## src/rtl/alu_exec_stage_pkg.sv

```systemverilog
// Shared constants for the execute stage: ALU op encodings and flag bit layout.
package alu_exec_stage_pkg;

    typedef enum logic [2:0] {
        ALU_OP_ADD   = 3'd0,
        ALU_OP_SUB   = 3'd1,
        ALU_OP_AND   = 3'd2,
        ALU_OP_OR    = 3'd3,
        ALU_OP_XOR   = 3'd4,
        ALU_OP_SHL   = 3'd5,
        ALU_OP_SHR   = 3'd6,
        ALU_OP_PASSB = 3'd7
    } alu_op_e;

    localparam int unsigned FLAGS_W = 8;
    localparam int unsigned FLAG_Z  = 0;
    localparam int unsigned FLAG_N  = 1;
    localparam int unsigned FLAG_C  = 2;
    localparam int unsigned FLAG_V  = 3;
    localparam int unsigned FLAG_P  = 4;

endpackage

```

## src/rtl/alu.sv

```systemverilog
// Combinational ALU: result plus zero/negative/carry/overflow/parity flags.
module alu
    import alu_exec_stage_pkg::*;
#(
    parameter int unsigned DW = 8
) (
    input  logic [2:0]         op,
    input  logic [DW-1:0]      a,
    input  logic [DW-1:0]      b,
    output logic [DW-1:0]      result,
    output logic [FLAGS_W-1:0] flags
);

    logic [DW:0] ext;
    logic        carry;
    logic        ovf;

    // SUB reports borrow in carry: the extended difference sets its top bit when a < b.
    always_comb begin
        ext    = '0;
        result = '0;
        carry  = 1'b0;
        ovf    = 1'b0;
        case (alu_op_e'(op))
            ALU_OP_ADD: begin
                ext    = {1'b0, a} + {1'b0, b};
                result = ext[DW-1:0];
                carry  = ext[DW];
                ovf    = (a[DW-1] == b[DW-1]) && (result[DW-1] != a[DW-1]);
            end
            ALU_OP_SUB: begin
                ext    = {1'b0, a} - {1'b0, b};
                result = ext[DW-1:0];
                carry  = ext[DW];
                ovf    = (a[DW-1] != b[DW-1]) && (result[DW-1] != a[DW-1]);
            end
            ALU_OP_AND:   result = a & b;
            ALU_OP_OR:    result = a | b;
            ALU_OP_XOR:   result = a ^ b;
            ALU_OP_SHL: begin
                result = {a[DW-2:0], 1'b0};
                carry  = a[DW-1];
            end
            ALU_OP_SHR: begin
                result = {1'b0, a[DW-1:1]};
                carry  = a[0];
            end
            ALU_OP_PASSB: result = b;
            default:      result = '0;
        endcase
    end

    always_comb begin
        flags         = '0;
        flags[FLAG_Z] = (result == '0);
        flags[FLAG_N] = result[DW-1];
        flags[FLAG_C] = carry;
        flags[FLAG_V] = ovf;
        flags[FLAG_P] = ^result;
    end

endmodule

```

## src/rtl/alu_exec_stage_slot.sv

```systemverilog
// One buffered result entry (result, dst, wb_en, flags); used for both output and skid slots.
module exec_slot
    import alu_exec_stage_pkg::*;
#(
    parameter int unsigned DW = 8,
    parameter int unsigned RW = 3
) (
    input  logic               clk,
    input  logic               rst,
    input  logic               load,
    input  logic [DW-1:0]      d_result,
    input  logic [RW-1:0]      d_dst,
    input  logic               d_wb_en,
    input  logic [FLAGS_W-1:0] d_flags,
    output logic [DW-1:0]      q_result,
    output logic [RW-1:0]      q_dst,
    output logic               q_wb_en,
    output logic [FLAGS_W-1:0] q_flags
);

    always_ff @(posedge clk) begin
        if (rst) begin
            q_result <= '0;
            q_dst    <= '0;
            q_wb_en  <= 1'b0;
            q_flags  <= '0;
        end else if (load) begin
            q_result <= d_result;
            q_dst    <= d_dst;
            q_wb_en  <= d_wb_en;
            q_flags  <= d_flags;
        end
    end

endmodule

```

## src/rtl/alu_exec_stage.sv

```systemverilog
// Execute stage: ALU + registered output slot with one-entry skid buffer,
// architectural flags register and retired-instruction counter.
module alu_exec_stage
    import alu_exec_stage_pkg::*;
#(
    parameter int unsigned DW = 8,
    parameter int unsigned RW = 3,
    parameter int unsigned CW = 16
) (
    input  logic               clk,
    input  logic               rst,
    input  logic               flush,
    input  logic               in_valid,
    output logic               in_ready,
    input  logic [2:0]         in_op,
    input  logic [DW-1:0]      in_a,
    input  logic [DW-1:0]      in_b,
    input  logic [RW-1:0]      in_dst,
    input  logic               in_wb_en,
    input  logic               in_flags_we,
    output logic               out_valid,
    input  logic               out_ready,
    output logic [DW-1:0]      out_result,
    output logic [RW-1:0]      out_dst,
    output logic               out_wb_en,
    output logic [7:0]         out_flags,
    output logic [7:0]         arch_flags,
    output logic [CW-1:0]      retired_count
);

    logic               skid_valid;
    logic [DW-1:0]      alu_result;
    logic [FLAGS_W-1:0] alu_flags;
    logic [FLAGS_W-1:0] new_flags;
    logic               accept;
    logic               drain;

    logic [DW-1:0]      skid_result;
    logic [RW-1:0]      skid_dst;
    logic               skid_wb_en;
    logic [FLAGS_W-1:0] skid_flags;

    logic               out_load;
    logic               out_from_skid;
    logic               skid_load;
    logic               out_valid_n;
    logic               skid_valid_n;

    logic [DW-1:0]      out_d_result;
    logic [RW-1:0]      out_d_dst;
    logic               out_d_wb_en;
    logic [FLAGS_W-1:0] out_d_flags;

    alu #(.DW(DW)) u_alu (
        .op     (in_op),
        .a      (in_a),
        .b      (in_b),
        .result (alu_result),
        .flags  (alu_flags)
    );

    assign in_ready = !skid_valid && !rst;
    assign accept   = in_valid && in_ready && !flush;
    assign drain    = out_valid && out_ready;

    // arch_flags already reflects every older accepted instruction.
    assign new_flags = in_flags_we ? alu_flags : arch_flags;

    always_comb begin
        out_load      = 1'b0;
        out_from_skid = 1'b0;
        skid_load     = 1'b0;
        out_valid_n   = out_valid;
        skid_valid_n  = skid_valid;
        if (drain && skid_valid) begin
            out_load      = 1'b1;
            out_from_skid = 1'b1;
            skid_load     = accept;
            skid_valid_n  = accept;
            out_valid_n   = 1'b1;
        end else if (drain || !out_valid) begin
            out_load    = accept;
            out_valid_n = accept;
        end else begin
            skid_load = accept;
            if (accept) begin
                skid_valid_n = 1'b1;
            end
        end
        if (flush) begin
            out_valid_n  = 1'b0;
            skid_valid_n = 1'b0;
        end
    end

    assign out_d_result = out_from_skid ? skid_result : alu_result;
    assign out_d_dst    = out_from_skid ? skid_dst    : in_dst;
    assign out_d_wb_en  = out_from_skid ? skid_wb_en  : in_wb_en;
    assign out_d_flags  = out_from_skid ? skid_flags  : new_flags;

    exec_slot #(.DW(DW), .RW(RW)) u_out_slot (
        .clk      (clk),
        .rst      (rst),
        .load     (out_load),
        .d_result (out_d_result),
        .d_dst    (out_d_dst),
        .d_wb_en  (out_d_wb_en),
        .d_flags  (out_d_flags),
        .q_result (out_result),
        .q_dst    (out_dst),
        .q_wb_en  (out_wb_en),
        .q_flags  (out_flags)
    );

    exec_slot #(.DW(DW), .RW(RW)) u_skid_slot (
        .clk      (clk),
        .rst      (rst),
        .load     (skid_load),
        .d_result (alu_result),
        .d_dst    (in_dst),
        .d_wb_en  (in_wb_en),
        .d_flags  (new_flags),
        .q_result (skid_result),
        .q_dst    (skid_dst),
        .q_wb_en  (skid_wb_en),
        .q_flags  (skid_flags)
    );

    always_ff @(posedge clk) begin
        if (rst) begin
            out_valid     <= 1'b0;
            skid_valid    <= 1'b0;
            arch_flags    <= '0;
            retired_count <= '0;
        end else begin
            out_valid  <= out_valid_n;
            skid_valid <= skid_valid_n;
            if (accept && in_flags_we) begin
                arch_flags <= alu_flags;
            end
            if (drain) begin
                retired_count <= retired_count + 1'b1;
            end
        end
    end

endmodule

```

## config.mk

```make
export PLATFORM = sky130hd
export DESIGN_NAME = alu_exec_stage
export DESIGN_NICKNAME = d
export VERILOG_FILES = /design/src/rtl/alu_exec_stage_pkg.sv /design/src/rtl/alu.sv /design/src/rtl/alu_exec_stage_slot.sv /design/src/rtl/alu_exec_stage.sv
export SDC_FILE = /design/constraint.sdc
export NUM_CORES = 1
export LEC_CHECK = 0
export CAP_MARGIN = 20
export CORE_AREA = 2 2 87 110
export DETAILED_ROUTE_END_ITERATION = 6
export DIE_AREA = 0 0 89 112
export DONT_BUFFER_PORTS = 1
export GPL_TIMING_DRIVEN = 0
export PLACE_DENSITY = 0.55
export SYNTH_ARGS = -nofsm -noshare
export SYNTH_HDL_FRONTEND = slang
export SYNTH_SLANG_ARGS = --single-unit
```

## constraint.sdc

```tcl
create_clock -name clk -period 3 [get_ports clk]
set_input_delay 0.15 -clock clk [delete_from_list [all_inputs] [get_ports clk]]
set_output_delay 0.15 -clock clk [all_outputs]
set_load 0.01 [all_outputs]
```

-- After elaboration in Yosys (flattened, before gate mapping)
Index checks and enable logic that the tools add are counted.
- flip-flop bits (word level): 63
- word-level logic and storage cells: 68
- output and inout bits: 46
- input bits: 29
- eq/ne operators: 12
- multiplexer cells: 18
- reduce and logical (&&, ||, !) cells: 20
- bitwise gates (word level): 3
- $add $sub $neg: 3
- operators with widths (kind ; count):
    8-bit case mux with 8 select lines ; 1
    16-bit by 1-bit adder with 16-bit output, second input constant ; 1
    8-bit 2-to-1 mux ; 2
    3-bit == test, second input constant ; 4
    1-bit 2-to-1 mux ; 11
    8-bit by 8-bit adder with 9-bit output ; 1
    8-bit by 8-bit subtractor with 9-bit output ; 1
    8-bit AND ; 1
    1-bit logical AND ; 8
    8-bit logical NOT ; 1
    8-bit bitwise OR ; 1
    8-bit parity ; 1
    8-bit bitwise XOR ; 1
    3-bit by 2-bit == test with 1-bit output, second input constant ; 2
    5-bit 2-to-1 mux ; 1
    1-bit logical NOT ; 4
    1-bit case mux with 4 select lines ; 1
    2-bit nonzero test ; 2
    3-bit by 1-bit == test with 1-bit output, second input constant ; 1
    3-bit logical NOT ; 1
    3-bit 2-to-1 mux ; 1
    1-bit inequality test ; 3
    2-bit inequality test, second input constant ; 1
    1-bit case mux with 2 select lines ; 1
    4 further kinds ; 4

-- Logic depth before layout (Yosys ltp)
Gate-level depths: netlist (run 1).
- depth in word-level cells: 7
- mapped depth: 14
- depth with buffers taken out: 14

-- Hierarchy
Synthesis (run 1) repeated with hierarchy kept, for this count alone.
- cells, all modules: 510
- area, all modules: 4680.7 µm²
- modules (own cells, without submodules) (module ; area an instance (µm²) ; seq. area each (µm²) ; cells an instance ; times used):
    alu ; 1661.6 ; 0.0 ; 223 ; 1
    alu_exec_stage ; 1607.8 ; 520.5 ; 159 ; 1
    exec_slot ; 705.7 ; 400.4 ; 64 ; 2

-- Least setup slack after synthesis (run 1)
OpenSTA, ideal clock, no wires.
- kind: in2reg
- from: in in_a[2]
- to: reg u_out_slot.q_flags[4]
- path slack: 0.250 ns
- stages on the path: 14
- library setup time: 0.071 ns
- data required time: 2.929 ns
- buffers on the path: 1
- arrival time: 2.679 ns
- cell sequence: inv_1 -> ha_1 -> buf_4 -> nor3_1 -> o31ai_1 -> a21oi_1 -> mux2_2 -> a221oi_1 -> ha_1 -> xnor2_1 -> xnor2_1 -> a21oi_1 -> nand2_1 -> a21oi_1
- word-level cells in the longest chain between the ends: 5
- elaborated cells on any way between the ends: 9
- those cells by class: add/sub (2); mux (3); bitwise (3); reduce/logical (1)
- RTL lines (what ; RTL line ; source):
    start, declared ; alu_exec_stage.sv:16 ; input logic [DW-1:0] in_a,
    8-bit by 8-bit subtractor with 9-bit output (tied with other cells) ; alu.sv:32 ; ext = {1'b0, a} - {1'b0, b};
    8-bit case mux with 8 select lines (*) ; alu.sv:24 ; case (alu_op_e'(op))
    8-bit parity (*) ; alu.sv:59 ; flags[FLAG_P] = ^result;
    5-bit 2-to-1 mux (*) ; alu_exec_stage.sv:67 ; assign new_flags = in_flags_we ? alu_flags : arch_flags;
    8-bit 2-to-1 mux (*) ; alu_exec_stage.sv:99 ; assign out_d_flags = out_from_skid ? skid_flags : new_flags;
    end signal, assigned ; alu_exec_stage_slot.sv:31 ; q_flags <= d_flags;
    end, declared ; alu_exec_stage_slot.sv:18 ; output logic [FLAGS_W-1:0] q_flags
Mark *: on every way between the ends. The rest lies on a longest branch, timed or not.
A chain may end at the register's enable or synchronous reset.

-- Final worst setup path (run 1)
- from: in in_a[0]
- to: reg u_out_slot.q_flags[4]
Same word-level chain as after synthesis.

==> metrics.yaml, run 1 <==
p_clk_frac: 0.439
critical_path.startpoint_type: "input pin"
synthesis_warnings: 0
drt_drc_violations_left: 0
cap_viol_max_count: 0
worstMarginPinSlew_ns: 0.982
ys_seq_area_frac: 0.292
end_kind: "flop"
viasPerCell: 5.58
synth_cells: 492
nets: 573
layout_min_cycle_time_ns: 2.82
clkLatencyLatePin_ns: 0.32
timing_hold_violations_final: 0
cts_max_level: 3
peakVddDrop_uv: 256
initial_utilization: 0.436
p_comb_frac: 0.197
core-area_mm2: 0.00898
timing.critical_path.cells: "inv_1 > ha_1 > fa_1 > o21bai_1 > a21oi_1 > o221a_2 > o221ai_1 > inv_1 > ha_1 > xnor2_1 > xnor2_1 > a21oi_1 > nand2_1 > a21oi_1"
cts-root-buf: "sky130_fd_sc_hd__clkbuf_16"
flow.area_growth_from_synthesis_pct: 13.8
critical_path.max_stage_delay_ns: 0.41
num_antenna_cells: 0
p_switching_uw: 599
maxSlewViolCount: 0
setup_viol: 0
sw_frac_of_total: 0.275
arrival_time_at_the_worst_endpoint_ns: 3.01
max-slew-margin-rel: 0.340
num_vias: 3574
post_cts_setup_driven_buffer_insertion_count: 0
run_status: "complete, no violations"
timing.critical_path.fanout_max: 3
post_route_cells_drive_above_1_share: 0.108
clkTransAtPathRegs_ns: 0.05
hold_path.startpoint: "in_wb_en"
first_iter_violations: 162
synthesis.area_mm2: 0.00391
clk_path_buf_depth: 2
fin_setup_tns_ns: 0
internal-power_uw: 1580
final_antenna_net_count: 0
routed_wl_mm: 10.9
async_flop_share: 0
gr-total-overflow: 0
grt_pass1_wl_mm: 17.1
fmaxAchievable_mhz: 354
crit_family: "compound AO/OA/AOI/OAI gates"
cp_data_required_time_ns: 3.19
p_leak_uw: 0.00178
grt_start_max_net_pins: 11
power.sequential.fraction: 0.364
fin_crit_sh: 0.941
power.density_cell_area_mw_per_mm2: 490
site_row_count: 39
gpl.final_weighted_congestion: 0.875
place_hpwl_mm: 8.33
routed_wire_length_per_instance_um: 17.0
synth-edff-count: 0
unrepaired_setup_endpoints_after_global_routing: "no"
netlist-cell-type-count: 60
dominantRegCellSynth: "sky130_fd_sc_hd__dfxtp_1"
most_common_cell_type_on_the_critical_path: "sky130_fd_sc_hd__a21oi_1"
antenna_found_initial: 0
crit_slowest_cell: "sky130_fd_sc_hd__fa_1"
die_width_um: 89
die_area_mm2: 0.00997
firstDrtPassIters: 5
synth-seq-cells: 57
grt_util_all_layers: 0.221
cts_inserted_buffers: 9
worstSetupStartpoint: "in_a[0]"
place.port_buffers: 0
ios: 75
die_h_um: 112
holdCritPathClass: "input pin to flop"
fin_worst_skew_ns: 0.00545
timing.critical_path.buf_inv: 2
postSynthAreaPerCell_um2: 7.95
power.total_uw: 2180
timing.rr.start: "out_valid"
clock_tree_from_tritoncts: "done"
timing.setup.critical_path_class: "input pin to flop"
via_count_of_the_first_global_routing_pass: 3556
clock-sinks: 57
[worst paths after layout]
kind | cells past startpoint | endpoint | slack (ns)
setup / recovery | 14 | u_out_slot.q_flags[4] | 0.18
hold / removal | 2 | u_out_slot.q_wb_en | 0.01
setup reg to reg | 6 | u_out_slot.q_result[0] | 0.79
hold reg to reg | 2 | u_skid_slot.q_dst[1] | 0.46
[layout by cell type, fill, tap and decap left out, types with 4 or more instances in the layout]
| cell type | synthesis | layout |
|---|---|---|
| sky130_fd_sc_hd__clkbuf_16 | 0 | 9 |
| sky130_fd_sc_hd__buf_4 | 8 | 8 |
| sky130_fd_sc_hd__or3_1 | 8 | 8 |
| sky130_fd_sc_hd__xor2_1 | 10 | 10 |
| sky130_fd_sc_hd__a21o_1 | 4 | 4 |
| sky130_fd_sc_hd__and3_1 | 5 | 5 |
| sky130_fd_sc_hd__a22oi_1 | 13 | 13 |
| sky130_fd_sc_hd__nand2b_1 | 9 | 9 |
| sky130_fd_sc_hd__dlygate4sd3_1 | 0 | 5 |
| sky130_fd_sc_hd__nor4_1 | 5 | 5 |
| sky130_fd_sc_hd__ha_1 | 29 | 29 |
| sky130_fd_sc_hd__clkbuf_1 | 15 | 17 |
| sky130_fd_sc_hd__mux2i_1 | 9 | 9 |
| sky130_fd_sc_hd__nor2_1 | 58 | 58 |
| sky130_fd_sc_hd__mux2_2 | 4 | 4 |
| sky130_fd_sc_hd__nor2b_1 | 10 | 10 |
| sky130_fd_sc_hd__nor3_1 | 7 | 5 |
| sky130_fd_sc_hd__dfxtp_1 | 57 | 57 |
| sky130_fd_sc_hd__conb_1 | 1 | 6 |
| sky130_fd_sc_hd__o21ai_0 | 19 | 19 |
| sky130_fd_sc_hd__a211oi_1 | 9 | 9 |
| sky130_fd_sc_hd__inv_1 | 32 | 32 |
| sky130_fd_sc_hd__buf_2 | 9 | 9 |
| sky130_fd_sc_hd__nand2_1 | 53 | 53 |
| sky130_fd_sc_hd__a221oi_1 | 6 | 4 |
| sky130_fd_sc_hd__xnor2_1 | 8 | 8 |
| sky130_fd_sc_hd__a31oi_1 | 5 | 5 |
| sky130_fd_sc_hd__o22ai_1 | 4 | 4 |
| sky130_fd_sc_hd__a21oi_1 | 30 | 30 |
| sky130_fd_sc_hd__nand3_1 | 9 | 9 |
[cell type report]
cell class | instances | area, um2
clock buffer | 11 | 233
tap | 123 | 154
multi-input combinational | 373 | 2520
timing repair buffer | 5 | 50.0
sequential | 57 | 1140
inverter | 32 | 120
clock inverter | 4 | 45.0
buffer | 35 | 188
fill | 945 | 4520
[flip-flops by register name, indices dropped and copies added (netlist names), 3 cells and up]
name,flops
u_skid_slot.q_dst,3
u_skid_slot.q_result,8
u_skid_slot.q_flags,5
arch_flags,5
u_out_slot.q_flags,5
retired_count,16
u_out_slot.q_result,8
u_out_slot.q_dst,3
[cells in the mapped netlist, types with 4 or more instances]
master / count / area share
sky130_fd_sc_hd__nor2_1: 58 / 0.056
sky130_fd_sc_hd__a21oi_1: 30 / 0.038
sky130_fd_sc_hd__a21o_1: 4 / 0.0077
sky130_fd_sc_hd__a31oi_1: 5 / 0.0080
sky130_fd_sc_hd__nor2b_1: 10 / 0.016
sky130_fd_sc_hd__nor3_1: 7 / 0.0090
sky130_fd_sc_hd__nand3_1: 9 / 0.012
sky130_fd_sc_hd__inv_1: 32 / 0.031
sky130_fd_sc_hd__buf_4: 8 / 0.015
sky130_fd_sc_hd__xor2_1: 10 / 0.022
sky130_fd_sc_hd__nor4_1: 5 / 0.0080
sky130_fd_sc_hd__mux2_2: 4 / 0.012
sky130_fd_sc_hd__buf_2: 9 / 0.012
sky130_fd_sc_hd__o221ai_1: 4 / 0.0090
sky130_fd_sc_hd__clkbuf_1: 15 / 0.014
sky130_fd_sc_hd__o21ai_0: 19 / 0.024
sky130_fd_sc_hd__and3_1: 5 / 0.0080
sky130_fd_sc_hd__or3_1: 8 / 0.013
sky130_fd_sc_hd__ha_1: 29 / 0.093
sky130_fd_sc_hd__nand2b_1: 9 / 0.014
sky130_fd_sc_hd__xnor2_1: 8 / 0.018
sky130_fd_sc_hd__a221oi_1: 6 / 0.013
sky130_fd_sc_hd__nand2_1: 53 / 0.051
sky130_fd_sc_hd__mux2i_1: 9 / 0.023
sky130_fd_sc_hd__a22oi_1: 13 / 0.025
sky130_fd_sc_hd__dfxtp_1: 57 / 0.29
sky130_fd_sc_hd__a211oi_1: 9 / 0.017
sky130_fd_sc_hd__o22ai_1: 4 / 0.0064
[routing by layer]
layer / GRT usage / routed length, um / vias to the layer above
li1: - / - / 1769
met1: 0.247 / 4310 / 1680
met2: 0.382 / 5550 / 106
met3: 0.0482 / 659 / 19
met4: 0.113 / 328 / 0
met5: 0 / 0 / -
[metrics by stage]
step	utilization	cell area [um2]	std cells	worst slack, ns	hold slack [ns]
6_report	0.496	4450	640	0.177	0.00993
3_5_place_dp	0.455	4090	620	-0.373	0.228
3_3_place_gp	0.455	4090	620	-0.348	0.224
5_1_grt	0.496	4450	640	0.00420	0.0257
4_1_cts	0.492	4420	640	0.113	0.00345
2_1_floorplan	-	3930	497	0.250	0.223
[what timing repair did]
| item | in CTS | in global routing |
|---|---|---|
| hold buffers | 5 | 0 |
| setup endpoints to repair | 1 | 3 |
| gates cloned | 0 | 0 |
| gates resized for setup | 1 | 6 |
| endpoints found under the hold margin | 8 | 0 |
[power by group through the flow]
| stage | clock network (uW) | registers [uW] | logic, uW |
|---|---|---|---|
| floorplan | 0 | 803 | 315 |
| global placement | 0 | 808 | 397 |
| detailed placement | 0 | 808 | 405 |
| CTS | 978 | 793 | 414 |
| global route | 1010 | 794 | 470 |
| finish | 957 | 793 | 430 |
[cells by family (layout without fill, tap and decap cells)]
family,Yosys count,in the layout,synth area share
flops,57,57,0.292
xor+xnor,18,18,0.0403
simple gates,178,178,0.212
buf+inv,67,87,0.0787
mux,16,16,0.0518
other cells,1,6,0.000958
fa+ha+maj,31,31,0.103
compound gates,124,124,0.221
No activity file was read; power rests on OpenSTA's default activity.
==> run 2, diff against run 1 <==
--- a/config.mk
+++ b/config.mk
@@ -6,12 +6,12 @@
 export NUM_CORES = 1
 export LEC_CHECK = 0
 export CAP_MARGIN = 20
-export CORE_AREA = 2 2 87 110
+export CORE_AREA = 2 2 73 93
 export DETAILED_ROUTE_END_ITERATION = 6
-export DIE_AREA = 0 0 89 112
+export DIE_AREA = 0 0 75 95
 export DONT_BUFFER_PORTS = 1
 export GPL_TIMING_DRIVEN = 0
-export PLACE_DENSITY = 0.55
+export PLACE_DENSITY = 0.76
 export SYNTH_ARGS = -nofsm -noshare
 export SYNTH_HDL_FRONTEND = slang
 export SYNTH_SLANG_ARGS = --single-unit
==> metrics.yaml, run 2 (synthesis results as in run 1) <==
run_status: "complete, no violations"
p_switching_uw: 563
fmaxAchievable_mhz: 360
p_comb_frac: 0.221
unrepaired_setup_endpoints_after_global_routing: "no"
clk_path_buf_depth: 2
via_count_of_the_first_global_routing_pass: 3540
cts_max_level: 3
peakVddDrop_uv: 239
timing.critical_path.fanout_max: 10
arrival_time_at_the_worst_endpoint_ns: 3.04
top_register: "retired_count"
p_clk_frac: 0.367
critical_path.startpoint_type: "input pin"
clkLatencyLatePin_ns: 0.34
gr-total-overflow: 0
layout_min_cycle_time_ns: 2.78
maxSlewViolCount: 0
worstMarginPinSlew_ns: 1.02
clock_tree_from_tritoncts: "done"
holdCritPathClass: "input pin to flop"
post_route_cells_drive_above_1_share: 0.108
max-slew-margin-rel: 0.314
filler_free_cell_count_of_the_finished_design: 604
timing.setup.critical_path_class: "input pin to flop"
cts-root-buf: "sky130_fd_sc_hd__clkbuf_8"
grt_pass1_wl_mm: 16.4
flip_flop_count_of_the_largest_register_after_layout: 16
p_leak_uw: 0.00174
cell_count_post_placement: 584
grt_start_max_net_pins: 11
die_width_um: 75
initial_utilization: 0.619
ios: 75
final_hold_slack_ns: 0.00332
fin_setup_tns_ns: 0
routed_wl_mm: 10.8
die_area_mm2: 0.00713
power.sequential.fraction: 0.412
gpl.final_weighted_congestion: 0.953
num_antenna_cells: 0
power.density_cell_area_mw_per_mm2: 444
grt_util_all_layers: 0.303
timing.critical_path.cells: "inv_1 > ha_1 > buf_2 > nor2_1 > a221oi_2 > o221ai_2 > o221a_2 > o22ai_4 > ha_1 > xnor2_1 > xnor2_1 > a21oi_1 > nand2_1 > a21oi_1"
place_hpwl_mm: 8.10
site_row_count: 33
final.fill_count: 547
timing.critical_path.buf_inv: 2
end_kind: "flop"
flow.area_growth_from_synthesis_pct: 10.5
drt_drc_violations_left: 0
crit_family: "compound AO/OA/AOI/OAI gates"
nets: 573
setup_viol: 0
cts_inserted_buffers: 9
pre_cts_ws_ns: -0.279
cp_data_required_time_ns: 3.27
routed_wire_length_per_instance_um: 17.9
firstDrtPassIters: 5
die_h_um: 95
timing_hold_violations_final: 0
crit_slowest_cell: "sky130_fd_sc_hd__a221oi_2"
post_cts_setup_driven_buffer_insertion_count: 0
place.port_buffers: 0
reg2reg_setup_slack_ns: 0.72
num_vias: 3696
fin_ws_ns: 0.225
cap_viol_max_count: 0
layout_common_cells: "sky130_fd_sc_hd__nor2_1 (58), sky130_fd_sc_hd__dfxtp_1 (57), sky130_fd_sc_hd__nand2_1 (53), sky130_fd_sc_hd__inv_1 (32), sky130_fd_sc_hd__a21oi_1 (30)"
clkTransAtPathRegs_ns: 0.07
critical_path.max_stage_delay_ns: 0.40
registers_with_the_most_flip_flops: "retired_count (16), u_out_slot.q_result (8), u_skid_slot.q_result (8)"
clock-sinks: 57
internal-power_uw: 1360
antenna_found_initial: 0
core-area_mm2: 0.00632
fin_crit_sh: 0.925
layout.cells.most_common: "sky130_fd_sc_hd__nor2_1"
sw_frac_of_total: 0.293
fin_worst_skew_ns: 0.00856
final_antenna_net_count: 0
viasPerCell: 6.12
first_iter_violations: 209
final_core_utilization: 0.684
-- run 2: cell types whose count changed in the layout (fill, tap and decap cells not counted) --
cell / delta
sky130_fd_sc_hd__clkbuf_8: +14
sky130_fd_sc_hd__clkbuf_1: -2
sky130_fd_sc_hd__bufinv_16: -1
sky130_fd_sc_hd__nor3_2: -2
sky130_fd_sc_hd__clkinvlp_4: +1
sky130_fd_sc_hd__clkbuf_16: -9
sky130_fd_sc_hd__clkinv_2: -3
sky130_fd_sc_hd__nor3_1: +2
-- run 2: area by class of cell --
| cell class | instances | area, um2 | area share |
|---|---|---|---|
| Inverter | 32 | 120 | 0.0278 |
| Timing Repair Buffer | 5 | 50.0 | 0.0116 |
| Multi-Input combinational cell | 373 | 2510 | 0.582 |
| Clock inverter | 1 | 7.51 | 0.00174 |
| Buffer | 35 | 188 | 0.0434 |
| Sequential cell | 57 | 1140 | 0.264 |
| Tap cell | 87 | 109 | 0.0252 |
| Clock buffer | 14 | 193 | 0.0446 |
-- run 2: worst reg2reg max path, stage by stage, from the launching register on --
cell	delay (ns)
sky130_fd_sc_hd__dfxtp_1	0.39
sky130_fd_sc_hd__nor2b_1	0.21
sky130_fd_sc_hd__nor4_2	0.71
sky130_fd_sc_hd__nor2_1	0.14
sky130_fd_sc_hd__clkbuf_1	0.31
sky130_fd_sc_hd__a221oi_1	0.34
sky130_fd_sc_hd__nor2_1	0.06
-- run 2: per-stage QoR --
stage	power, uW	instance area (um2)
6_report	1920	4320
5_1_grt	2000	4320
4_1_cts	1900	4290
3_5_place_dp	1210	4040
3_3_place_gp	1200	4040
2_1_floorplan	1120	3930
-- run 2: final timing paths --
path / from / end / cells past startpoint
worst max-delay path: in_b[5] / u_out_slot.q_flags[4] / 14
worst min-delay path: in_dst[2] / u_out_slot.q_dst[2] / 2
worst min register to register: u_skid_slot.q_flags[4] / u_skid_slot.q_flags[4] / 2
worst max register to register: out_valid / u_out_slot.q_result[0] / 6
-- run 2: metal layers --
metal  track usage  vias up  part of all wire  routed length [um]
met5             0        -                 0                   0
met4         0.183        0             0.053                 568
met3        0.0779       37             0.064                 687
met2         0.538      143              0.51                5480
met1         0.310     1746              0.38                4070
li1              -     1770                 -                   -
-- run 2: timing repair --
item	in CTS	in global routing
hold buffers	5	0
hold endpoints to repair	9	0
setup endpoints to repair	0	4
gates resized for setup	0	5
-- run 2: power groups by stage --
stage                     sequential [uW]  clock [uW]  combinational (uW)
after floorplan                       803           0                 315
after global placement                807           0                 391
after detailed placement              808           0                 399
after CTS                             791         702                 408
after global routing                  792         739                 464
final                                 791         705                 424
